File: src/rtl/fusion_ddr_pkg.sv
// Shared DDR/MCB definitions: command opcodes, default field widths and the
// arbiter state type.
package fusion_ddr_pkg;

  localparam logic [2:0] MCB_CMD_WR = 3'b000;
  localparam logic [2:0] MCB_CMD_RD = 3'b001;
  localparam int         DDR_ADDR_W = 30;
  localparam int         DDR_BL_W   = 6;

  typedef enum logic [1:0] {
    ARB_IDLE  = 2'd0,
    ARB_ISSUE = 2'd1,
    ARB_GAP   = 2'd2
  } arb_state_t;

endpackage

File: src/rtl/mcb_cmd_arbiter_if.sv
// Client request/grant signals and the MCB command port of the arbiter.
// The slave side is the arbiter; the master side drives requests and MCB status.
interface mcb_cmd_arbiter_if import fusion_ddr_pkg::*; #(
  parameter int ADDR_W  = DDR_ADDR_W,
  parameter int BL_W    = DDR_BL_W,
  parameter int OUTST_W = 3
);
  logic              calib_done;
  logic              wr_req;
  logic [ADDR_W-1:0] wr_addr;
  logic [BL_W-1:0]   wr_bl;
  logic              wr_gnt;
  logic              rd_req;
  logic [ADDR_W-1:0] rd_addr;
  logic [BL_W-1:0]   rd_bl;
  logic              rd_gnt;
  logic              rd_burst_done;
  logic              cmd_full;
  logic              cmd_en;
  logic [2:0]        cmd_instr;
  logic [ADDR_W-1:0] cmd_byte_addr;
  logic [BL_W-1:0]   cmd_bl;
  logic [OUTST_W-1:0] rd_outstanding;
  logic              busy;
  logic              err_underflow;

  modport slave (
    input  calib_done, wr_req, wr_addr, wr_bl, rd_req, rd_addr, rd_bl,
           rd_burst_done, cmd_full,
    output wr_gnt, rd_gnt, cmd_en, cmd_instr, cmd_byte_addr, cmd_bl,
           rd_outstanding, busy, err_underflow
  );

  modport master (
    output calib_done, wr_req, wr_addr, wr_bl, rd_req, rd_addr, rd_bl,
           rd_burst_done, cmd_full,
    input  wr_gnt, rd_gnt, cmd_en, cmd_instr, cmd_byte_addr, cmd_bl,
           rd_outstanding, busy, err_underflow
  );

endinterface

File: src/rtl/rd_credit_ctr.sv
// Up/down count of read bursts in flight, with a sticky flag for a drain
// reported while nothing was outstanding.
module rd_credit_ctr #(
  parameter int MAX = 4,
  parameter int W   = 3
) (
  input  logic         clk,
  input  logic         reset,
  input  logic         inc,
  input  logic         dec,
  output logic [W-1:0] count,
  output logic         err
);

  localparam logic [W-1:0] MAX_CNT = W'(MAX);

  // A simultaneous issue and drain cancel out; the MAX guard is only a backstop.
  always_ff @(posedge clk or posedge reset) begin
    if (reset) begin
      count <= '0;
      err   <= 1'b0;
    end else if (inc && !dec) begin
      if (count != MAX_CNT) count <= count + 1'b1;
    end else if (dec && !inc) begin
      if (count == '0) err   <= 1'b1;
      else             count <= count - 1'b1;
    end
  end

endmodule

File: src/rtl/mcb_cmd_arbiter.sv
// Round-robin sharing of one MCB command port between a write and a read
// client, one command per grant, with read bursts limited by a credit count.
module mcb_cmd_arbiter import fusion_ddr_pkg::*; #(
  parameter int ADDR_W       = DDR_ADDR_W,
  parameter int BL_W         = DDR_BL_W,
  parameter int MAX_RD_OUTST = 4,
  parameter int OUTST_W      = 3
) (
  input logic              clk,
  input logic              reset,
  mcb_cmd_arbiter_if.slave bus
);

  localparam logic [OUTST_W-1:0] MAX_OUT = OUTST_W'(MAX_RD_OUTST);

  arb_state_t         state;
  logic               prefer_rd;
  logic               win_rd;
  logic               cmd_en_q;
  logic               wr_gnt_q;
  logic               rd_gnt_q;
  logic [2:0]         instr_q;
  logic [ADDR_W-1:0]  addr_q;
  logic [BL_W-1:0]    bl_q;
  logic [OUTST_W-1:0] rd_count;
  logic               underflow;
  logic               wr_elig;
  logic               rd_elig;
  logic               pick_rd;

  assign wr_elig = bus.wr_req & bus.calib_done;
  assign rd_elig = bus.rd_req & bus.calib_done & (rd_count < MAX_OUT);
  assign pick_rd = rd_elig & (~wr_elig | prefer_rd);

  // prefer_rd flips to the client not served last; cleared means write wins ties.
  always_ff @(posedge clk or posedge reset) begin
    if (reset) begin
      state     <= ARB_IDLE;
      prefer_rd <= 1'b0;
      win_rd    <= 1'b0;
      cmd_en_q  <= 1'b0;
      wr_gnt_q  <= 1'b0;
      rd_gnt_q  <= 1'b0;
      instr_q   <= MCB_CMD_WR;
      addr_q    <= '0;
      bl_q      <= '0;
    end else begin
      case (state)
        ARB_IDLE: begin
          if (wr_elig || rd_elig) begin
            win_rd  <= pick_rd;
            instr_q <= pick_rd ? MCB_CMD_RD : MCB_CMD_WR;
            addr_q  <= pick_rd ? bus.rd_addr : bus.wr_addr;
            bl_q    <= pick_rd ? bus.rd_bl : bus.wr_bl;
            state   <= ARB_ISSUE;
          end
        end
        ARB_ISSUE: begin
          if (!bus.cmd_full) begin
            cmd_en_q  <= 1'b1;
            wr_gnt_q  <= ~win_rd;
            rd_gnt_q  <= win_rd;
            prefer_rd <= ~win_rd;
            state     <= ARB_GAP;
          end
        end
        ARB_GAP: begin
          cmd_en_q <= 1'b0;
          wr_gnt_q <= 1'b0;
          rd_gnt_q <= 1'b0;
          state    <= ARB_IDLE;
        end
        default: state <= ARB_IDLE;
      endcase
    end
  end

  rd_credit_ctr #(
    .MAX (MAX_RD_OUTST),
    .W   (OUTST_W)
  ) u_rd_credit (
    .clk   (clk),
    .reset (reset),
    .inc   (rd_gnt_q),
    .dec   (bus.rd_burst_done),
    .count (rd_count),
    .err   (underflow)
  );

  assign bus.cmd_en         = cmd_en_q;
  assign bus.wr_gnt         = wr_gnt_q;
  assign bus.rd_gnt         = rd_gnt_q;
  assign bus.cmd_instr      = instr_q;
  assign bus.cmd_byte_addr  = addr_q;
  assign bus.cmd_bl         = bl_q;
  assign bus.rd_outstanding = rd_count;
  assign bus.busy           = (state != ARB_IDLE);
  assign bus.err_underflow  = underflow;

endmodule

File: src/flat_wrapper.sv
// flat-port wrapper written by rule: the top's interface ports become plain ports
module mcb_cmd_arbiter_flat import fusion_ddr_pkg::*;
#(
  parameter int ADDR_W       = DDR_ADDR_W,
  parameter int BL_W         = DDR_BL_W,
  parameter int MAX_RD_OUTST = 4,
  parameter int OUTST_W      = 3
)
  (clk, reset, bus_calib_done, bus_wr_req, bus_wr_addr, bus_wr_bl, bus_rd_req, bus_rd_addr, bus_rd_bl, bus_rd_burst_done, bus_cmd_full, bus_wr_gnt, bus_rd_gnt, bus_cmd_en, bus_cmd_instr, bus_cmd_byte_addr, bus_cmd_bl, bus_rd_outstanding, bus_busy, bus_err_underflow);
  mcb_cmd_arbiter_if #(.ADDR_W(ADDR_W), .BL_W(BL_W), .OUTST_W(OUTST_W)) bus_i ();
  input logic clk;
  input logic reset;
  input wire logic [$bits(bus_i.calib_done)-1:0] bus_calib_done;
  input wire logic [$bits(bus_i.wr_req)-1:0] bus_wr_req;
  input wire logic [$bits(bus_i.wr_addr)-1:0] bus_wr_addr;
  input wire logic [$bits(bus_i.wr_bl)-1:0] bus_wr_bl;
  input wire logic [$bits(bus_i.rd_req)-1:0] bus_rd_req;
  input wire logic [$bits(bus_i.rd_addr)-1:0] bus_rd_addr;
  input wire logic [$bits(bus_i.rd_bl)-1:0] bus_rd_bl;
  input wire logic [$bits(bus_i.rd_burst_done)-1:0] bus_rd_burst_done;
  input wire logic [$bits(bus_i.cmd_full)-1:0] bus_cmd_full;
  output wire logic [$bits(bus_i.wr_gnt)-1:0] bus_wr_gnt;
  output wire logic [$bits(bus_i.rd_gnt)-1:0] bus_rd_gnt;
  output wire logic [$bits(bus_i.cmd_en)-1:0] bus_cmd_en;
  output wire logic [$bits(bus_i.cmd_instr)-1:0] bus_cmd_instr;
  output wire logic [$bits(bus_i.cmd_byte_addr)-1:0] bus_cmd_byte_addr;
  output wire logic [$bits(bus_i.cmd_bl)-1:0] bus_cmd_bl;
  output wire logic [$bits(bus_i.rd_outstanding)-1:0] bus_rd_outstanding;
  output wire logic [$bits(bus_i.busy)-1:0] bus_busy;
  output wire logic [$bits(bus_i.err_underflow)-1:0] bus_err_underflow;
  assign bus_i.calib_done = bus_calib_done;
  assign bus_i.wr_req = bus_wr_req;
  assign bus_i.wr_addr = bus_wr_addr;
  assign bus_i.wr_bl = bus_wr_bl;
  assign bus_i.rd_req = bus_rd_req;
  assign bus_i.rd_addr = bus_rd_addr;
  assign bus_i.rd_bl = bus_rd_bl;
  assign bus_i.rd_burst_done = bus_rd_burst_done;
  assign bus_i.cmd_full = bus_cmd_full;
  assign bus_wr_gnt = bus_i.wr_gnt;
  assign bus_rd_gnt = bus_i.rd_gnt;
  assign bus_cmd_en = bus_i.cmd_en;
  assign bus_cmd_instr = bus_i.cmd_instr;
  assign bus_cmd_byte_addr = bus_i.cmd_byte_addr;
  assign bus_cmd_bl = bus_i.cmd_bl;
  assign bus_rd_outstanding = bus_i.rd_outstanding;
  assign bus_busy = bus_i.busy;
  assign bus_err_underflow = bus_i.err_underflow;
  mcb_cmd_arbiter #(.ADDR_W(ADDR_W), .BL_W(BL_W), .MAX_RD_OUTST(MAX_RD_OUTST), .OUTST_W(OUTST_W)) u_core (.clk(clk), .reset(reset), .bus(bus_i));
endmodule
File: config.mk
export PLATFORM = sky130hd
export DESIGN_NAME = mcb_cmd_arbiter_flat
export DESIGN_NICKNAME = d
export VERILOG_FILES = /design/src/rtl/fusion_ddr_pkg.sv /design/src/rtl/mcb_cmd_arbiter_if.sv /design/src/rtl/rd_credit_ctr.sv /design/src/rtl/mcb_cmd_arbiter.sv /design/src/flat_wrapper.sv
export SDC_FILE = /design/constraint.sdc
export NUM_CORES = 1
export LEC_CHECK = 0
export ABC_AREA = 1
export CAP_MARGIN = 25
export CORE_ASPECT_RATIO = 1.75
export CORE_MARGIN = 5
export CORE_UTILIZATION = 44
export DETAILED_ROUTE_END_ITERATION = 8
export PLACE_DENSITY = 0.86
export SLEW_MARGIN = 20
export SYNTH_ARGS = -nofsm -noshare
export SYNTH_HDL_FRONTEND = slang
export SYNTH_HIERARCHICAL = 1
export SYNTH_SLANG_ARGS = --single-unit
export TNS_END_PERCENT = 50
File: constraint.sdc
create_clock -name clk -period 2.89 [get_ports clk]
set_input_delay 0.578 -clock clk [delete_from_list [all_inputs] [get_ports clk]]
set_output_delay 0.578 -clock clk [all_outputs]
set_load 0.02 [all_outputs]
==> impl_metrics.env <==
export IMPL_status="finished, final reports clean"
export IMPL_track_usage=0.202
export IMPL_final_cell_mix="nand2_1, clkdlybuf4s50_1, dfrtp_1, nand3_1, inv_1"
export IMPL_post_drt_wl_per_cell_um=13.8
export IMPL_place_congestion=0.781
export IMPL_ys_ff_latch=47
export IMPL_path_cells="clkdlybuf4s50_1"
export IMPL_synth_cell_types=24
export IMPL_cp_required_ns=2.31
export IMPL_min_period_ns=2.15
export IMPL_wirelength_mm=7.45
export IMPL_power_density_nw_per_um2=918
export IMPL_drc=0
export IMPL_endpoint_kind="output pin"
export IMPL_ys_warnings_count=6
export IMPL_die_area_um2=7550
export IMPL_slowest_delay_ns=0.69
export IMPL_max_freq_mhz=465
export IMPL_rsz0062_at_grt="false"
export IMPL_place_hpwl_mm=5.59
export IMPL_ios=126
export IMPL_cap_violations=0
export IMPL_post_route_util=0.670
export IMPL_die_h_um=111
export IMPL_syn_inst=346
export IMPL_peakVddDrop_mv=0.525
export IMPL_antenna_left=0
export IMPL_drt_pass1_iter_count=4
export IMPL_port_buffers=123
export IMPL_die_w_um=67.9
export IMPL_slew_violations=0
export IMPL_cpMaxStageDelayCell="clkdlybuf4s50_1"
export IMPL_htreeDepth=2
export IMPL_grt_pass1_wl_mm=11.7
export IMPL_clk_latency_ns=0.29
export IMPL_slew_headroom=0.496
export IMPL_setup_violations=0
export IMPL_cp_start_kind="flip-flop"
export IMPL_layout_commonest_cell="nand2_1"
export IMPL_yosysTopAreaCellShare=0.456
export IMPL_cts_hold_buf=0
export IMPL_cts_tree="built"
export IMPL_total_power_w=0.00356
export IMPL_worst_pin_slew_ns=0.756
export IMPL_crit_fanout=7
export IMPL_grt_antenna_before_repair=0
export IMPL_syn_area_um2=2580
export IMPL_async_flop_share=1.00
export IMPL_ys_flop_type="dfrtp_1"
export IMPL_cts_root_buf="clkbuf_8"
export IMPL_grt_pass1_vias=2535
export IMPL_ys_seq_area_frac=0.456
export IMPL_syn_avg_cell_area_um2=7.45
export IMPL_area_growth_pct=50.4
export IMPL_p_leak_nw=1.96
export IMPL_synth_area_leader_cell="dfrtp_1"
export IMPL_drt_iter0_markers=94
export IMPL_post_cts_setup_buffers=0
export IMPL_ys_top_cells_by_area="dfrtp_1, nand2_1, nand3_1"
export IMPL_path_clk_slew_ns=0.09
export IMPL_ctsLongestPathBuffers=2
export IMPL_placed_area_um2=3780
export IMPL_via_per_inst=4.78
export IMPL_finalClockSkew_ns=0.00595
export IMPL_coreArea_um2=5790
export IMPL_crit_buf_inv=1
export IMPL_drive_gt1_frac=0.0648
export IMPL_cts_made_buffers=5
export IMPL_synth_edff_count=0
export IMPL_crit_type="reg -> out"
export IMPL_nNetsFinal=544
export IMPL_final_area_um2=3880
export IMPL_overflow=0
export IMPL_timing_final_hold_violations=0
export IMPL_row_count=37
export IMPL_fin_setup_tns_ns=0
export IMPL_grt_max_degree=44
export IMPL_start_util=0.445
export IMPL_cts_sinks=47
export IMPL_diodes=0
export IMPL_worstPathArrival_ns=1.57
export IMPL_via_count=2585
export IMPL_path_delay_family="buffers and inverters"
export IMPL_finalCritPeriodShare=0.744
export IMPL_hp_class="reg -> reg"
export IMPL_cts_resized=0
==> state kept, by name (all words and copies together), names as in the netlist <==
signal                    cells
u_core/bus.rd_gnt             1
u_core/bus.cmd_en             1
u_core/prefer_rd              1
u_core/win_rd                 1
u_core/bus.wr_gnt             1
u_core/u_rd_credit/err        1
u_core/bus.cmd_byte_addr     30
u_core/u_rd_credit/count      3
u_core/state                  2
u_core/bus.cmd_bl             6
==> cells by family (layout without fill, tap and decap cells) <==
group | count (synthesis) | in the layout | synth area share
adder cells (fa/ha/maj) | 3 | 3 | 0.0175
other | 1 | 2 | 0.00145
buffers and inverters | 35 | 151 | 0.0898
AND/OR/NAND/NOR | 254 | 254 | 0.420
flip-flops | 47 | 47 | 0.456
AO/OA/AOI/OAI | 6 | 6 | 0.0150
==> Yosys cell counts, types with 2 or more instances <==
cell type	instances
inv_1	11
buf_4	7
nand2_2	5
nand2_1	203
o21ai_0	2
nand3_2	3
buf_6	7
dfrtp_1	47
buf_2	4
ha_1	2
nand3_1	38
inv_2	5
==> worst paths after layout <==
path | start | end | slack [ns] | depth (start not counted)
max | u_core/u_rd_credit/count[2] | bus_rd_outstanding[2] | 0.74 | 1
min in group asynchronous | reset | u_core/u_rd_credit/err | 0.52 | 2
max reg2reg | u_core/u_rd_credit/count[2] | u_core/bus.cmd_bl[0] | 1.02 | 6
max in group asynchronous | reset | u_core/bus.cmd_byte_addr[28] | 1.73 | 3
min | u_core/bus.cmd_byte_addr[12] | u_core/bus.cmd_byte_addr[12] | 0.49 | 2
min reg2reg | u_core/bus.cmd_byte_addr[12] | u_core/bus.cmd_byte_addr[12] | 0.49 | 2
==> layer usage <==
metal | track usage | vias to the layer above | routed length (um)
met4 | 0.0717 | 0 | 175
li1 | - | 1286 | -
met5 | 0 | - | 0
met2 | 0.365 | 90 | 4100
met3 | 0.0456 | 12 | 449
met1 | 0.220 | 1197 | 2730
==> power breakdown <==
part,internal [W],switching [W],total (W)
registers,0.000961,0.000213,0.00117
clock network,0.000219,0.000213,0.000432
logic,0.000861,0.00109,0.00195
total,0.00204,0.00152,0.00356
==> area by class of cell <==
type | instances | area, um^2
tap | 78 | 97.6
multi-input combinational | 265 | 1180
fill | 512 | 1910
sequential | 47 | 1180
inverter | 16 | 60.1
clock buffer | 8 | 100
timing repair buffer | 127 | 1260
==> per-stage QoR <==
step           cells  hold slack [ns]  worst slack, ns
6_report         541            0.486            0.739
4_1_cts          541            0.486            0.722
3_5_place_dp     533            0.467            0.476
5_1_grt          541            0.508            0.613
2_1_floorplan    347            0.344             1.31
3_3_place_gp     533            0.462            0.515
Note: power is estimated with default switching activity, not from simulation.
